--- config.mk ---
export PLATFORM = sky130hd
export DESIGN_NAME = fcs32_check_n
export DESIGN_NICKNAME = d
export VERILOG_FILES = /design/src/rtl/fcs32_check_n.sv
export SDC_FILE = /design/constraint.sdc
export NUM_CORES = 1
export LEC_CHECK = 0
export BUFFER_PORTS_ARGS = -buffer_cell sky130_fd_sc_hd__buf_2
export CORE_ASPECT_RATIO = 0.5
export CORE_UTILIZATION = 40
export DETAILED_ROUTE_END_ITERATION = 8
export PLACE_DENSITY = 0.57
export SETUP_SLACK_MARGIN = 0.2
export SLEW_MARGIN = 30
export SYNTH_ARGS = -nofsm -noshare
export SYNTH_HDL_FRONTEND = slang
export SYNTH_SLANG_ARGS = --single-unit
--- constraint.sdc ---
create_clock -name pclk_i -period 4.6 [get_ports pclk_i]
set_input_delay 0.69 -clock pclk_i [delete_from_list [all_inputs] [get_ports pclk_i]]
set_output_delay 0.69 -clock pclk_i [all_outputs]
set_load 0.05 [all_outputs]
--- src/rtl/fcs32_check_n.sv ---
// Streaming Ethernet FCS checker, BYTES bytes per beat; a 4-byte holdback keeps the trailing FCS out of the CRC.
// Optional frame/bad-frame counters are compiled in with `define FCS32_STATS_EN.
module fcs32_check_n #(
   parameter int BYTES = 4,
   parameter int PIPE  = 0,
   parameter int MW    = (BYTES > 1) ? $clog2(BYTES) : 1
) (
   input  logic               pclk_i,
   input  logic               rst_i,
   input  logic [8*BYTES-1:0] dat_i,
   input  logic               val_i,
   input  logic               sof_i,
   input  logic               eof_i,
   input  logic [MW-1:0]      mod_i,
   output logic [31:0]        res_o,
   output logic [31:0]        exp_o,
   output logic [31:0]        obs_o,
   output logic               done_o,
   output logic               ok_o,
   output logic               err_o
`ifdef FCS32_STATS_EN
   ,
   input  logic               clr_i,
   output logic [15:0]        frm_cnt_o,
   output logic [15:0]        bad_cnt_o
`endif
);

   localparam int SW = 32 + 8*BYTES;
   localparam int OW = 3 + 32 + 32;

   typedef enum logic {IDLE, FRAME} state_t;

   function automatic logic [31:0] fcs32_8(input logic [31:0] c, input logic [7:0] b);
      logic [31:0] r;
      r = c ^ {24'd0, b};
      for (int k = 0; k < 8; k++)
         r = r[0] ? ((r >> 1) ^ 32'hEDB88320) : (r >> 1);
      return r;
   endfunction

   // Complemented CRC, byte-swapped so the first FCS byte on the wire lands in [31:24].
   function automatic logic [31:0] fcs32_brev(input logic [31:0] c);
      logic [31:0] f;
      f = ~c;
      return {f[7:0], f[15:8], f[23:16], f[31:24]};
   endfunction

   function automatic logic [15:0] sat16_add(input logic [15:0] a, input logic [3:0] b);
      logic [16:0] s;
      s = {1'b0, a} + {13'd0, b};
      return s[16] ? 16'hFFFF : s[15:0];
   endfunction

   state_t      state;
   logic [31:0] crc_q;
   logic [31:0] hb_q;
   logic [2:0]  hb_cnt_q;
   logic [15:0] len_q;

   int          nb_p0;
   int          hbc_p0;
   logic [SW-1:0] stream_p0;
   logic [31:0] crc_p0;
   logic [31:0] tail_p0;
   logic [2:0]  hb_nxt_p0;
   logic [15:0] len_p0;
   logic        runt_p0;
   logic        take_p0;

   logic        vld_p1;
   logic        err_p1;
   logic [31:0] obs_p1;

   logic        done_p2;
   logic        ok_p2;
   logic        err_p2;
   logic [31:0] exp_p2;
   logic [31:0] obs_p2;
   logic [OW-1:0] pk_p2;
   logic [OW-1:0] pk_out;

   // ---- stage 0: holdback + beat form one byte stream; all but its last 4 valid bytes enter the CRC
   always_comb begin
      nb_p0 = BYTES;
      if (eof_i && (mod_i != '0))
         nb_p0 = int'(mod_i);
      hbc_p0    = sof_i ? 0 : int'(hb_cnt_q);
      stream_p0 = {hb_q, dat_i};
      crc_p0    = sof_i ? 32'hFFFFFFFF : crc_q;
      for (int i = 0; i < BYTES; i++)
         if ((i + hbc_p0 >= 4) && (i < nb_p0))
            crc_p0 = fcs32_8(crc_p0, stream_p0[SW-1-8*i -: 8]);
      tail_p0   = 32'(stream_p0 >> (8*(BYTES - nb_p0)));
      hb_nxt_p0 = (hbc_p0 + nb_p0 > 4) ? 3'd4 : 3'(hbc_p0 + nb_p0);
      len_p0    = sat16_add(sof_i ? 16'd0 : len_q, 4'(nb_p0));
      runt_p0   = (len_p0 < 16'd5);
      take_p0   = val_i && (sof_i || (state == FRAME));
   end

   // ---- stage 1: frame state, running CRC, holdback
   always_ff @(posedge pclk_i or posedge rst_i) begin
      if (rst_i) begin
         state    <= IDLE;
         crc_q    <= 32'hFFFFFFFF;
         hb_cnt_q <= 3'd0;
         len_q    <= 16'd0;
         vld_p1   <= 1'b0;
         err_p1   <= 1'b0;
      end else begin
         vld_p1 <= 1'b0;
         err_p1 <= 1'b0;
         if (take_p0) begin
            crc_q    <= crc_p0;
            hb_cnt_q <= hb_nxt_p0;
            len_q    <= len_p0;
            // sof inside a frame aborts it; if the new beat is also eof the single pulse carries err
            if (eof_i) begin
               vld_p1 <= 1'b1;
               err_p1 <= (sof_i && (state == FRAME)) || runt_p0;
               state  <= IDLE;
            end else begin
               vld_p1 <= sof_i && (state == FRAME);
               err_p1 <= sof_i && (state == FRAME);
               state  <= FRAME;
            end
         end else if (val_i && eof_i) begin
            vld_p1 <= 1'b1;
            err_p1 <= 1'b1;
         end
      end
   end

   // After an eof beat the holdback holds exactly the received FCS, so it doubles as exp.
   always_ff @(posedge pclk_i) begin
      if (take_p0)
         hb_q <= tail_p0;
   end

   assign obs_p1 = fcs32_brev(crc_q);
   assign res_o  = crc_q;

   // ---- stage 2: compare and register results
   always_ff @(posedge pclk_i or posedge rst_i) begin
      if (rst_i) begin
         done_p2 <= 1'b0;
         ok_p2   <= 1'b0;
         err_p2  <= 1'b0;
         exp_p2  <= 32'd0;
         obs_p2  <= 32'd0;
      end else begin
         done_p2 <= vld_p1;
         if (vld_p1) begin
            exp_p2 <= hb_q;
            obs_p2 <= obs_p1;
            ok_p2  <= !err_p1 && (hb_q == obs_p1);
            err_p2 <= err_p1;
         end
      end
   end

   assign pk_p2 = {done_p2, ok_p2, err_p2, exp_p2, obs_p2};

   // ---- optional alignment stages
   generate
      if (PIPE == 0) begin : g_nopipe
         assign pk_out = pk_p2;
      end else begin : g_pipe
         logic [OW-1:0] pq [PIPE];
         always_ff @(posedge pclk_i or posedge rst_i) begin
            if (rst_i) begin
               for (int s = 0; s < PIPE; s++)
                  pq[s] <= '0;
            end else begin
               pq[0] <= pk_p2;
               for (int s = 1; s < PIPE; s++)
                  pq[s] <= pq[s-1];
            end
         end
         assign pk_out = pq[PIPE-1];
      end
   endgenerate

   assign {done_o, ok_o, err_o, exp_o, obs_o} = pk_out;

`ifdef FCS32_STATS_EN
   always_ff @(posedge pclk_i or posedge rst_i) begin
      if (rst_i) begin
         frm_cnt_o <= 16'd0;
         bad_cnt_o <= 16'd0;
      end else if (clr_i) begin
         frm_cnt_o <= 16'd0;
         bad_cnt_o <= 16'd0;
      end else if (done_o) begin
         frm_cnt_o <= sat16_add(frm_cnt_o, 4'd1);
         if (!ok_o)
            bad_cnt_o <= sat16_add(bad_cnt_o, 4'd1);
      end
   end
`endif

endmodule
==> metrics.txt <==
final-report setup violation count 25; Worst Skew 20.2 ps; final setup TNS -3520 ps; critical path fanouts, max 5; grt total ovfl 0; storage element area about 4000 um^2; Max-Slew Margin vs Limit between 40 and 50%; share of the synthesized area in the top cell type 15.8%; root buffer cell clkbuf_16; WL/cell 24.9 um; clk buf depth 2; setup ws final -377 ps; Hold Path Class in2async; Routed Antenna Nets 0; post-synthesis register bit count 153; RSZ-0062 raised after global routing yes; worst path required time 5010 ps; core area 34600 um^2; Setup WS pre-CTS -974 ps; Startpoint Class input port; # IOs approximately 140; Max Cap Violations 0; number of global-route vias before repair about 14k; syn_area_per_cell 9.33 um^2; ys async rst share 79.1%; Die ar. 36100 um^2; CP Class in2reg; outcome complete, but fails checks; Via density 5.73; Vert. Die Dim 135 um; clk_lat worst skew about 480 ps; Clock H-tree levels 4; CTS tree done; 1st-iter DRT viols ~1.5k; first-pass iteration count of the detailed router 5; final hold violations 0; CP most frequent cell buf_6; post-synthesis cell area 14100 um^2; antenna violations before repair 0; GRT Util Overall 33.8%; CP max-delay cell xnor3_1; area leader, netlist dfrtp_1; failing checks setup timing; CTS Sinks 153; Max Freq roughly 200 MHz; ranking of synthesized cells by area dfrtp_1 16%, xnor2_1 8.7%, xnor3_1 6.9%; synth warn 0; Slew @ Worst Pin 864 ps; Layout area overhead 43.7%; CP Capture Type register; EDFF count, synth 32; Seq/Total Area, Yosys 28.5%; routed wire length 61300 um; final net count around 2k; via count 14.1k; Reg clk slew, reported paths 90 ps; largest net degree at the start of global routing 77; post-synth net total roughly 1.6k; Final Wtd Congestion ~1.0; Primary FF master, synth dfrtp_1; cell count after synthesis roughly 1.5k; worst path arrival time 5390 ps; cell row count 48; share of cells above drive strength 1 44.9%; DRC Markers 0; first-pass GRT wire length 88400 um; I/O Buffers between 100 and 150; multi-input logic area between 10000 and 15000 um^2; Die Span X ~270 um; min Tclk post-route 4980 ps; crit path cell chain buf_6 -> and2_4 -> inv_4 -> ha_4 -> ha_4 -> or3b_4 -> nor2_4 -> nor2_4 -> buf_4 -> xnor2_2 -> xnor3_1 -> xor2_1 -> mux2i_1 -> xnor3_2 -> xnor2_4 -> xnor2_4 -> buf_6 -> mux2_4 -> or3_4 -> buf_6 -> a21oi_1 -> mux2i_1 -> o311a_1; CP max stage delay 460 ps; period utilisation layout 108%; antenna fix cells 0; Initial Util a little over 40%; Post-DP HPWL 46200 um; Slew Viols, Final 0; synth unique cells 95; fillers 2991; total CTS buffers 17
-- area by class of cell --
cell class                 instances  area share (%)
multi-input combinational       1218            53.2
timing repair buffer             564            20.5
sequential                       153            19.9
tap                              475            2.93
clock buffer                      19            2.29
clock inverter                    13           0.721
inverter                          23           0.469
-- metal layers --
layer  share of wire, %  wire (um)  track usage [%]
met2                 44      26700             50.5
met5               0.27        167             3.38
met4                2.8       1720             10.1
met3                7.6       4660             6.24
met1                 46      28000             49.1
-- final timing paths --
kind | to | slack (ps) | cells past startpoint | from
max | res_o[18] | -380 | 23 | eof_i
min in group pclk_i | exp_o[15] | 500 | 1 | exp_o[15]
min | exp_o[26] | 310 | 2 | rst_i
max in group asynchronous | res_o[20] | 3350 | 3 | rst_i
min reg2reg | exp_o[15] | 500 | 1 | exp_o[15]
max reg2reg | res_o[18] | -360 | 16 | res_o[4]
-- cells by family after synthesis --
kind of cell / after synthesis / share of synthesized area (%)
buffers and inverters: 143 / 4.35
muxes: 133 / 10.6
DFF: 153 / 28.5
adders and majority gates: 11 / 1.08
and+or+nand+nor: 441 / 14.7
AOI/OAI and AO/OA: 342 / 15.5
xor gates and xnor gates: 291 / 25.2
-- critical path: cells and delay by family --
| family | cells | cell delay, ps |
|---|---|---|
| compound gates | 2 | 350 |
| xor+xnor | 6 | 1600 |
| fa+ha+maj | 2 | 310 |
| buf+inv | 5 | 560 |
| mux | 3 | 670 |
| simple gates | 5 | 1200 |
-- cells in the final DEF (no fill, tap or decap), types with 16 or more instances in the layout --
master / instances
a21oi_1: 97
buf_4: 382
xnor2_1: 108
mux2i_1: 64
edfxtp_1: 32
dfrtp_1: 88
nor2_1: 134
xor2_1: 60
o21ai_0: 58
xnor3_1: 40
buf_6: 36
nand3_1: 29
dfstp_2: 32
nand2_1: 132
clkbuf_16: 18
nor3_1: 17
nand4_1: 16
xnor2_2: 25
xnor2_4: 23
mux2_2: 47
inv_1: 19
o22ai_1: 19
o21ai_1: 20
buf_2: 134
-- timing repair --
| item | CTS | global route |
|---|---|---|
| pin swaps | 44 | 56 |
| hold buffers | 0 | 0 |
| gates resized for setup | 116 | 97 |
| setup endpoints to repair | 32 | 32 |
| buffers inserted | 41 | 32 |
-- Yosys cell counts, types with 13 or more instances --
cell type / instances
a211oi_1: 16
a21oi_1: 109
and3_1: 15
buf_1: 21
buf_2: 13
clkbuf_1: 74
dfrtp_1: 89
dfstp_2: 32
edfxtp_1: 32
inv_1: 22
mux2_2: 49
mux2i_1: 74
nand2_1: 136
nand3_1: 32
nand4_1: 16
nor2_1: 142
nor3_1: 23
o21ai_0: 71
o21ai_1: 15
o22ai_1: 20
xnor2_1: 141
xnor3_1: 43
xor2_1: 74
-- registers in the layout, summed over array words and instances, names as in the netlist --
name	flops
state	1
done_o	1
obs_o	32
hb_cnt_q	3
ok_o	1
vld_p1	1
len_q	16
hb_q	32
res_o	32
err_o	1
exp_o	32
err_p1	1
-- through the flow --
stage	instances	cell area, um^2	utilization, %	hold WS, ps
after global placement	2360	17900	51.8	484
after CTS	2433	19500	56.2	337
after detailed placement	2360	17900	51.8	490
after global routing	2465	20300	58.7	361
final	2465	20300	58.7	309
after floorplan	1514	14600	-	352
Power is left out: the tool's default activity adds up to more than one toggle a clock period on the data nets, which glitch-free logic cannot reach.
